$ cat config.mk
export PLATFORM = sky130hd
export DESIGN_NAME = arbitro_sumador
export DESIGN_NICKNAME = d
export VERILOG_FILES = /design/src/rtl/arbitro_sumador_pkg.sv /design/src/rtl/arbitro_sumador_sumador.sv /design/src/rtl/arbitro_sumador.sv
export SDC_FILE = /design/constraint.sdc
export NUM_CORES = 1
export LEC_CHECK = 0
export BUFFER_PORTS_ARGS = -buffer_cell sky130_fd_sc_hd__buf_4
export CORE_UTILIZATION = 46
export DETAILED_ROUTE_END_ITERATION = 7
export PLACE_DENSITY = 0.84
export SYNTH_ARGS = -nofsm -noshare
export SYNTH_HDL_FRONTEND = slang
export SYNTH_SLANG_ARGS = --single-unit
export TNS_END_PERCENT = 20
$ cat constraint.sdc
create_clock -name clk -period 2.5 [get_ports clk]
set_clock_uncertainty 0.05 [all_clocks]
set_input_delay 0.75 -clock clk [delete_from_list [all_inputs] [get_ports clk]]
set_output_delay 0.75 -clock clk [all_outputs]
set_load 0.1 [all_outputs]
$ cat src/rtl/arbitro_sumador_pkg.sv
// Shared types and constants for the round-robin arbitrated adder.
package arbitro_sumador_pkg;

  localparam int WIDTH = 32;
  localparam int N_REQ = 3;

  // Requester 2 is taken as the last one served, so requester 0 has first priority.
  localparam logic [1:0] LAST_RESET = 2'd2;

  typedef enum logic {
    LIBRE   = 1'b0,
    OCUPADO = 1'b1
  } estado_t;

  // Round-robin pick: the search starts one past the last grant and wraps 2 -> 0.
  function automatic logic [N_REQ-1:0] rr_grant(input logic [N_REQ-1:0] elig,
                                                input logic [1:0]       last);
    logic [N_REQ-1:0] gnt;
    logic             found;
    logic [1:0]       idx;
    gnt   = '0;
    found = 1'b0;
    for (int s = 1; s <= N_REQ; s++) begin
      idx = 2'((int'(last) + s) % N_REQ);
      if (!found && elig[idx]) begin
        gnt[idx] = 1'b1;
        found    = 1'b1;
      end
    end
    return gnt;
  endfunction

  // Index of a one-hot grant. An empty mask gives 0, but callers only use it when a grant exists.
  function automatic logic [1:0] onehot_idx(input logic [N_REQ-1:0] oh);
    logic [1:0] idx;
    idx = 2'd0;
    if (oh[1]) idx = 2'd1;
    if (oh[2]) idx = 2'd2;
    return idx;
  endfunction

endpackage

$ cat src/rtl/arbitro_sumador_sumador.sv
// Plain combinational adder. The carry out is dropped, so the result is the sum mod 2^WIDTH.
module arbitro_sumador_sumador
  import arbitro_sumador_pkg::*;
(
  input  logic [WIDTH-1:0] a,
  input  logic [WIDTH-1:0] b,
  output logic [WIDTH-1:0] o
);

  assign o = a + b;

endmodule

$ cat src/rtl/arbitro_sumador.sv
// Three requesters share one adder through a round-robin arbiter.
//
//   state   | meaning
//   --------+-------------------------------------------------------------
//   LIBRE   | idle or acking; grants an eligible requester and latches its operands
//   OCUPADO | the adder works on the latched operands; the result is registered on exit
module arbitro_sumador
  import arbitro_sumador_pkg::*;
(
  input  logic        clk,
  input  logic        rst,
  input  logic [2:0]  req_i,
  input  logic [31:0] a0_i,
  input  logic [31:0] b0_i,
  input  logic [31:0] a1_i,
  input  logic [31:0] b1_i,
  input  logic [31:0] a2_i,
  input  logic [31:0] b2_i,
  output logic [2:0]  ack_o,
  output logic [31:0] o,
  output logic        ovf_o,
  output logic        ocupado_o
);

  estado_t          state_q, state_d;
  logic [1:0]       last_q, last_d;
  logic [1:0]       owner_q, owner_d;
  logic [WIDTH-1:0] a_q, a_d, b_q, b_d;
  logic [WIDTH-1:0] o_q, o_d;
  logic             ovf_q, ovf_d;
  logic [N_REQ-1:0] ack_q, ack_d;

  logic [N_REQ-1:0] eligible;
  logic [N_REQ-1:0] gnt;
  logic [1:0]       gnt_idx;
  logic [WIDTH-1:0] sum;

  // A requester that is being acked this cycle cannot win again until it re-requests.
  assign eligible = req_i & ~ack_q;
  assign gnt      = rr_grant(eligible, last_q);
  assign gnt_idx  = onehot_idx(gnt);

  arbitro_sumador_sumador u_sumador (
    .a (a_q),
    .b (b_q),
    .o (sum)
  );

  // State register.
  always_ff @(posedge clk) begin
    if (rst) state_q <= LIBRE;
    else     state_q <= state_d;
  end

  // Datapath and arbitration registers. Reset wins over a grant or a completion in the same cycle.
  always_ff @(posedge clk) begin
    if (rst) begin
      last_q  <= LAST_RESET;
      owner_q <= 2'd0;
      a_q     <= '0;
      b_q     <= '0;
      o_q     <= '0;
      ovf_q   <= 1'b0;
      ack_q   <= '0;
    end else begin
      last_q  <= last_d;
      owner_q <= owner_d;
      a_q     <= a_d;
      b_q     <= b_d;
      o_q     <= o_d;
      ovf_q   <= ovf_d;
      ack_q   <= ack_d;
    end
  end

  // Next-state logic.
  always_comb begin
    state_d = state_q;
    case (state_q)
      LIBRE:   if (|gnt) state_d = OCUPADO;
      OCUPADO: state_d = LIBRE;
      default: state_d = LIBRE;
    endcase
  end

  // Next values for the datapath: latch operands on a grant, register the result on completion.
  always_comb begin
    last_d  = last_q;
    owner_d = owner_q;
    a_d     = a_q;
    b_d     = b_q;
    o_d     = o_q;
    ovf_d   = ovf_q;
    ack_d   = '0;
    case (state_q)
      LIBRE: begin
        if (|gnt) begin
          last_d  = gnt_idx;
          owner_d = gnt_idx;
          case (gnt_idx)
            2'd0:    begin a_d = a0_i; b_d = b0_i; end
            2'd1:    begin a_d = a1_i; b_d = b1_i; end
            default: begin a_d = a2_i; b_d = b2_i; end
          endcase
        end
      end
      OCUPADO: begin
        o_d   = sum;
        ovf_d = (a_q[WIDTH-1] == b_q[WIDTH-1]) && (sum[WIDTH-1] != a_q[WIDTH-1]);
        ack_d = 3'b001 << owner_q;
      end
      default: ;
    endcase
  end

  // Outputs.
  always_comb begin
    ocupado_o = (state_q == OCUPADO);
    ack_o     = ack_q;
    o         = o_q;
    ovf_o     = ovf_q;
  end

endmodule

==> Word level (Yosys, flattened, before mapping) <==
Cells that the tools add are included.
{ "word_totals": {"regBits": 105, "in_bits": 197, "out_inout_bits": 37, "wordCells": 65} }
{ "classes": {"addsub": 4, "n_div": 3, "magnitude_cmp": 6, "eq_ne": 3, "shifts": 1, "muxes": 23, "bitwise_logic": 5, "n_reduce_logical": 12} }
{ "op_table": {"columns": ["operator", "count"], "rows": [
  ["$pmux 32 s2", 2],
  ["$mod 32x3->32 const B", 3],
  ["$add 32x32->32", 1],
  ["$mux 1", 10],
  ["$lt 2x3->1 const B", 3],
  ["$mux 3", 3],
  ["$add 2x2->3 const B", 2],
  ["$bmux 1 s2", 3],
  ["$demux 1 s2", 3],
  ["$ge 2x1->1 const B", 3],
  ["$logic_and 1x1->1", 6],
  ["$or 3x3->3", 2],
  ["$add 2x1->3 const B", 1],
  ["$and 3x3->3", 1],
  ["$not 3->3", 1],
  ["$reduce_or 3->1", 1],
  ["$shl 1x2->3 const A", 1],
  ["$eq 2x1->1 const B", 1],
  ["$logic_not 1->1", 2],
  ["$logic_not 2->1", 1],
  ["$mux 2", 1],
  ["$pmux 1 s2", 1],
  ["$reduce_and 2->1", 1],
  ["$reduce_or 2->1", 1],
  ["3 further kinds", 3]
]} }

==> Longest topological paths before layout <==
{ "depth": {"depth_word": 15, "mapped_depth": 14, "mapped_depth_nobuf": 11} }

==> Modules after synthesis <==
A second synthesis with hierarchy kept.
{ "hier_totals": {"hier_cells": 862, "area_unflattened_um2": 7038.0} }
{ "modules_own_cells": {"columns": ["mod", "n_inst", "cells_per_inst", "area_each_um2", "seq_area_each_um2"], "rows": [
  ["arbitro_sumador", 1, 621, 5293.8, 2082.0],
  ["arbitro_sumador_sumador", 1, 241, 1744.2, 0.0]
]} }

==> Worst setup path after synthesis <==
Ideal clock, no wire load.
{ "synth_timing": {"path_type": "reg-to-reg", "start": "reg ack_q[2], in the netlist ack_o[2]", "end": "reg b_q[16]", "setup_time_ns": 0.132, "t_arrival_ns": 2.781, "required_time_ns": 2.318, "slack_ns": -0.463, "path_stages_with_launch": 12, "n_path_buf": 2, "synth_period_minus_slack_ns": 2.963, "cell_sequence": "dfxtp_1 and2b_1 a22oi_1 o2bb2ai_1 nand3_1 a21oi_1 buf_2 buf_2 mux2i_1 nand2_1 o211ai_1 a21oi_1"} }
{ "synth_via": {"elab_chain_len": 15, "elab_cells_between_ends": 26, "cone_classes": "eq/ne (1); mux (14); bitwise (4); reduce/logical (7)"} }
{ "synth_lines": {"columns": ["item", "line", "rtl"], "rows": [
  ["from (decl)", "arbitro_sumador.sv:31", "logic [N_REQ-1:0] ack_q, ack_d;"],
  ["from (signal assigned)", "arbitro_sumador.sv:72", "ack_q <= ack_d;"],
  ["$not 3->3 *", "arbitro_sumador.sv:39", "assign eligible = req_i & ~ack_q;"],
  ["$and 3x3->3 *", "arbitro_sumador.sv:39", null],
  ["$bmux 1 s2", "arbitro_sumador_pkg.sv:25", "if (!found && elig[idx]) begin"],
  ["$mux 1 (not written as such)", "arbitro_sumador_pkg.sv:25", null],
  ["$mux 1", "arbitro_sumador_pkg.sv:25", null],
  ["$logic_not 1->1", "arbitro_sumador_pkg.sv:25", null],
  ["$logic_and 1x1->1", "arbitro_sumador_pkg.sv:25", null],
  ["$mux 1", "arbitro_sumador_pkg.sv:25", null],
  ["$logic_not 1->1", "arbitro_sumador_pkg.sv:25", null],
  ["$logic_and 1x1->1", "arbitro_sumador_pkg.sv:25", null],
  ["$mux 3 *", "arbitro_sumador_pkg.sv:25", null],
  ["$mux 1", "arbitro_sumador_pkg.sv:37", "if (oh[1]) idx = 2'd1;"],
  ["$mux 2", "arbitro_sumador_pkg.sv:38", "if (oh[2]) idx = 2'd2;"],
  ["$eq 2x1->1 or $logic_not 2->1 (tied branches)", "arbitro_sumador.sv:100", "case (gnt_idx)"],
  ["$pmux 32 s2", "arbitro_sumador.sv:100", null],
  ["to (signal assigned)", "arbitro_sumador.sv:61", "b_q <= '0;"],
  ["to (signal assigned)", "arbitro_sumador.sv:69", "b_q <= b_d;"],
  ["to (decl)", "arbitro_sumador.sv:28", "logic [WIDTH-1:0] a_q, a_d, b_q, b_d;"]
]} }
Mark *: on every way between the ends. The rest lies on a longest branch, timed or not. The select of a mux whose other input is x is not followed.
A chain may end at the register's enable or synchronous reset.

==> Final worst setup path <==
{ "layout_timing": {"start": "reg a_q[12]", "end": "reg o_q[30], in the netlist o[30]"} }
{ "layout_via": {"elab_chain_len": 1} }
{ "layout_lines": {"columns": ["item", "line", "rtl"], "rows": [
  ["from (decl)", "arbitro_sumador.sv:28", null],
  ["from (signal assigned)", "arbitro_sumador.sv:60", "a_q <= '0;"],
  ["from (signal assigned)", "arbitro_sumador.sv:68", "a_q <= a_d;"],
  ["$add 32x32->32", "arbitro_sumador_sumador.sv:10", "assign o = a + b;"],
  ["to (signal assigned)", "arbitro_sumador.sv:62", "o_q <= '0;"],
  ["to (signal assigned)", "arbitro_sumador.sv:70", "o_q <= o_d;"],
  ["to (decl)", "arbitro_sumador.sv:29", "logic [WIDTH-1:0] o_q, o_d;"]
]} }
Every way passes these cells.

==> out/results.ini <==
[floorplanning]
top_level_ports=234
die_area_sq_um=15000
die_h_um=123
die_width_um=123
initial_utilization=0.476
placement_rows=43
placeableCoreArea_sq_um=14000

[drt]
drc=0
routed.top_layer=met4
route.vias.total=7369
route.detailed.wl_per_inst_um=17.1
met3WireLength_um=1480
route.layer.met1.wl_um=8700
mean_number_of_vias_per_cell=5.69
drt-total-wl_um=22200
met2RoutedLength_um=11100
drt_first_iter_violations=427
drt.antenna.violating_nets=0
firstDrtPassIters=5

[setup_path]
start_kind=register
worst-path-max-fanout=4
cp.arrival_ns=2.80
worstRegToRegCells=10
reg2reg_from=a_q[12]
criticalPathCategory=reg2reg
crit_top_cell=sky130_fd_sc_hd__a311oi_2
crit_path_end_kind=register
cp.required_ns=2.67
slowest_stage=sky130_fd_sc_hd__dfxtp_2
worstPathBufferInverterCount=0
timing.critical_path.slowest_cell_delay_ns=0.35
path_depth=10
crit_start=a_q[12]
timing.reg2reg.setup_slack_ns=-0.13
critical_path.top_delay_family=compound AO/OA/AOI/OAI gates
cp_cell_sequence=ha_4, o21ai_0, o21ai_1, a211oi_2, o211ai_1, a311oi_2, nor2_2, a311oi_2, or4b_1, o311ai_1

[sta]
timing.final.setup_violations=8
maxClockFrequency_ghz=0.381
max-slew-margin-rel=0.690
finalHoldViolCount=0
slew_violations=0
worstMarginPinSlew_ns=0.460
rsz0062_at_grt=yes
post-route-period-util=1.05
final_period_minus_worst_setup_slack_ns=2.63
finalWorstSetupSlack_ns=-0.127

[global_routing]
global_route.overflow_total=0
grt_start_max_net_pins=68
grt_antenna_before_repair=0
track_usage=0.273
grt_first_pass_wirelength_um=32600
grt_pass1_vias=7014

[clocking]
cts-root-buf=sky130_fd_sc_hd__clkbuf_16
cts_tree=done
number_of_levels_the_h_tree_was_split_into=3
clk-insertion-delay-late_ns=0.36
numCtsBuffers=9
path_clk_slew_ns=0.07
clock_sink_count=104
clock_path_buffers=2

[job]
maxCapViolCount=0

[synth]
mappedNetlistNets=1062
synth_enable_flop_cells=0
dominantRegCellSynth=sky130_fd_sc_hd__dfxtp_1
synth-seq-area-share=0.312
syn_inst=829
synth.lib_cells_used.distinct=56
yosys_warnings=0
postSynthRegisterBits=104
synthesis.area_per_instance_sq_um=8.06
synthesis.area_sq_um=6680
async_flop_share=0

[outcome]
violated_checks=negative setup slack
run_status=finished, violations left

[hold_path]
worstHoldPathCells=2
hold_path_class=reg2reg
launch_instance_of_the_worst_min_delay_path=b_q[23]

[place]
preCtsSetupSlack_ns=-0.417
globalplace.congestion=0.899
hpwl_um=14300
io_buffer_count=233

[layout]
multi_input_area_sq_um=4830
nets=1344
layout.cells.most_common_list=305 x sky130_fd_sc_hd__buf_4, 142 x sky130_fd_sc_hd__nand2_1, 83 x sky130_fd_sc_hd__mux2i_1, 83 x sky130_fd_sc_hd__dfxtp_1, 82 x sky130_fd_sc_hd__a21oi_1
final_common_cell=sky130_fd_sc_hd__buf_4
layout.filler_cells=956
layout.core_utilization=0.732
area_taken_by_flip_flops_and_latches_sq_um=2110
post_route_cells_drive_above_1_share=0.396
area.growth.synth_to_final_pct=54.0
diodes=0

[power]
leakage_nw=4.56
power_per_cell_area_nw_per_um2=1310
worst_supply_voltage_drop_on_vdd_mv=0.935

-- flip-flops by register name, summed over array words and instances (netlist names) --
register   count
b_q           32
ocupado_o      1
o             32
ack_o          3
owner_q        1
last_q         2
a_q           32
ovf_o          1
-- tightest hold or removal path, delay by kind of cell (launching register included) --
| kind | cells | cell delay [ns] |
|---|---|---|
| DFF | 1 | 0.31 |
| and+or+nand+nor | 1 | 0.05 |
| AOI/OAI and AO/OA | 1 | 0.05 |
-- synth_stat cells (5+ instances only) --
library cell,n,area (sq um)
sky130_fd_sc_hd__nand2b_1,8,50.1
sky130_fd_sc_hd__nor2_1,52,195
sky130_fd_sc_hd__buf_2,21,105
sky130_fd_sc_hd__clkbuf_1,31,116
sky130_fd_sc_hd__nor3_1,8,40.0
sky130_fd_sc_hd__a211oi_1,9,67.6
sky130_fd_sc_hd__nand2_1,144,541
sky130_fd_sc_hd__o211ai_1,66,495
sky130_fd_sc_hd__o22ai_1,6,37.5
sky130_fd_sc_hd__dfxtp_1,104,2080
sky130_fd_sc_hd__xnor2_1,16,140
sky130_fd_sc_hd__mux2i_1,85,851
sky130_fd_sc_hd__nand3_1,11,55.1
sky130_fd_sc_hd__xor2_1,10,87.6
sky130_fd_sc_hd__and3_1,5,31.3
sky130_fd_sc_hd__a21o_1,18,135
sky130_fd_sc_hd__buf_1,6,22.5
sky130_fd_sc_hd__o21ai_0,21,105
sky130_fd_sc_hd__nand4_1,5,31.3
sky130_fd_sc_hd__a21oi_1,93,465
sky130_fd_sc_hd__ha_1,35,438
sky130_fd_sc_hd__inv_1,16,60.1
-- metal layers --
metal / GRT usage / vias up
met1: 0.318 / 3412
met4: 0.110 / 0
met5: 0 / -
li1: - / 3563
met2: 0.487 / 317
met3: 0.0507 / 77
-- where the power goes --
group,leakage [nW],switching (mW),internal (mW),total (mW)
Sequential,0.862,0.370,2.18,2.55
Combinational,3.55,5.35,4.07,9.42
Clock,0.141,0.654,0.833,1.49
-- kinds of logic after synthesis --
family	Yosys count	share of synthesized area
xor gates and xnor gates	26	0.0341
muxes	85	0.127
adders and majority gates	36	0.0686
DFF	104	0.312
buffers and inverters	74	0.0455
AOI/OAI and AO/OA	249	0.246
and+or+nand+nor	255	0.166
-- per-stage QoR --
step,cells,hold slack (ns),power [mW],cell area (sq um),setup TNS [ns]
after global routing,1296,0.429,14.2,10300,-4.52
after CTS,1287,0.410,12.4,9920,-0.573
after detailed placement,1258,0.401,10.3,9150,-20.39
final,1296,0.409,13.5,10300,-0.679
after floorplan,829,0.382,8.00,6750,-0.220
after global placement,1258,0.395,10.1,9150,-14.50
-- area by class of cell --
cell class | count | area share
sequential | 104 | 0.205
clock buffer | 12 | 0.0249
multi-input combinational | 651 | 0.469
inverter | 16 | 0.00584
timing repair buffer | 329 | 0.267
clock inverter | 4 | 0.00511
tap | 180 | 0.0219
-- final timing paths --
path	endpoint
worst max register to register	o[30]
worst max-delay path	o[30]
worst min register to register	b_q[23]
worst min-delay path	b_q[23]
-- repair_timing --
action / in CTS / in global routing
buffers inserted: 13 / 4
cloned: 1 / 5
hold buffers: 0 / 0
pin swaps: 31 / 33
resized for setup: 66 / 52
setup endpoints to repair: 80 / 81
No activity file was read; power rests on OpenSTA's default activity.
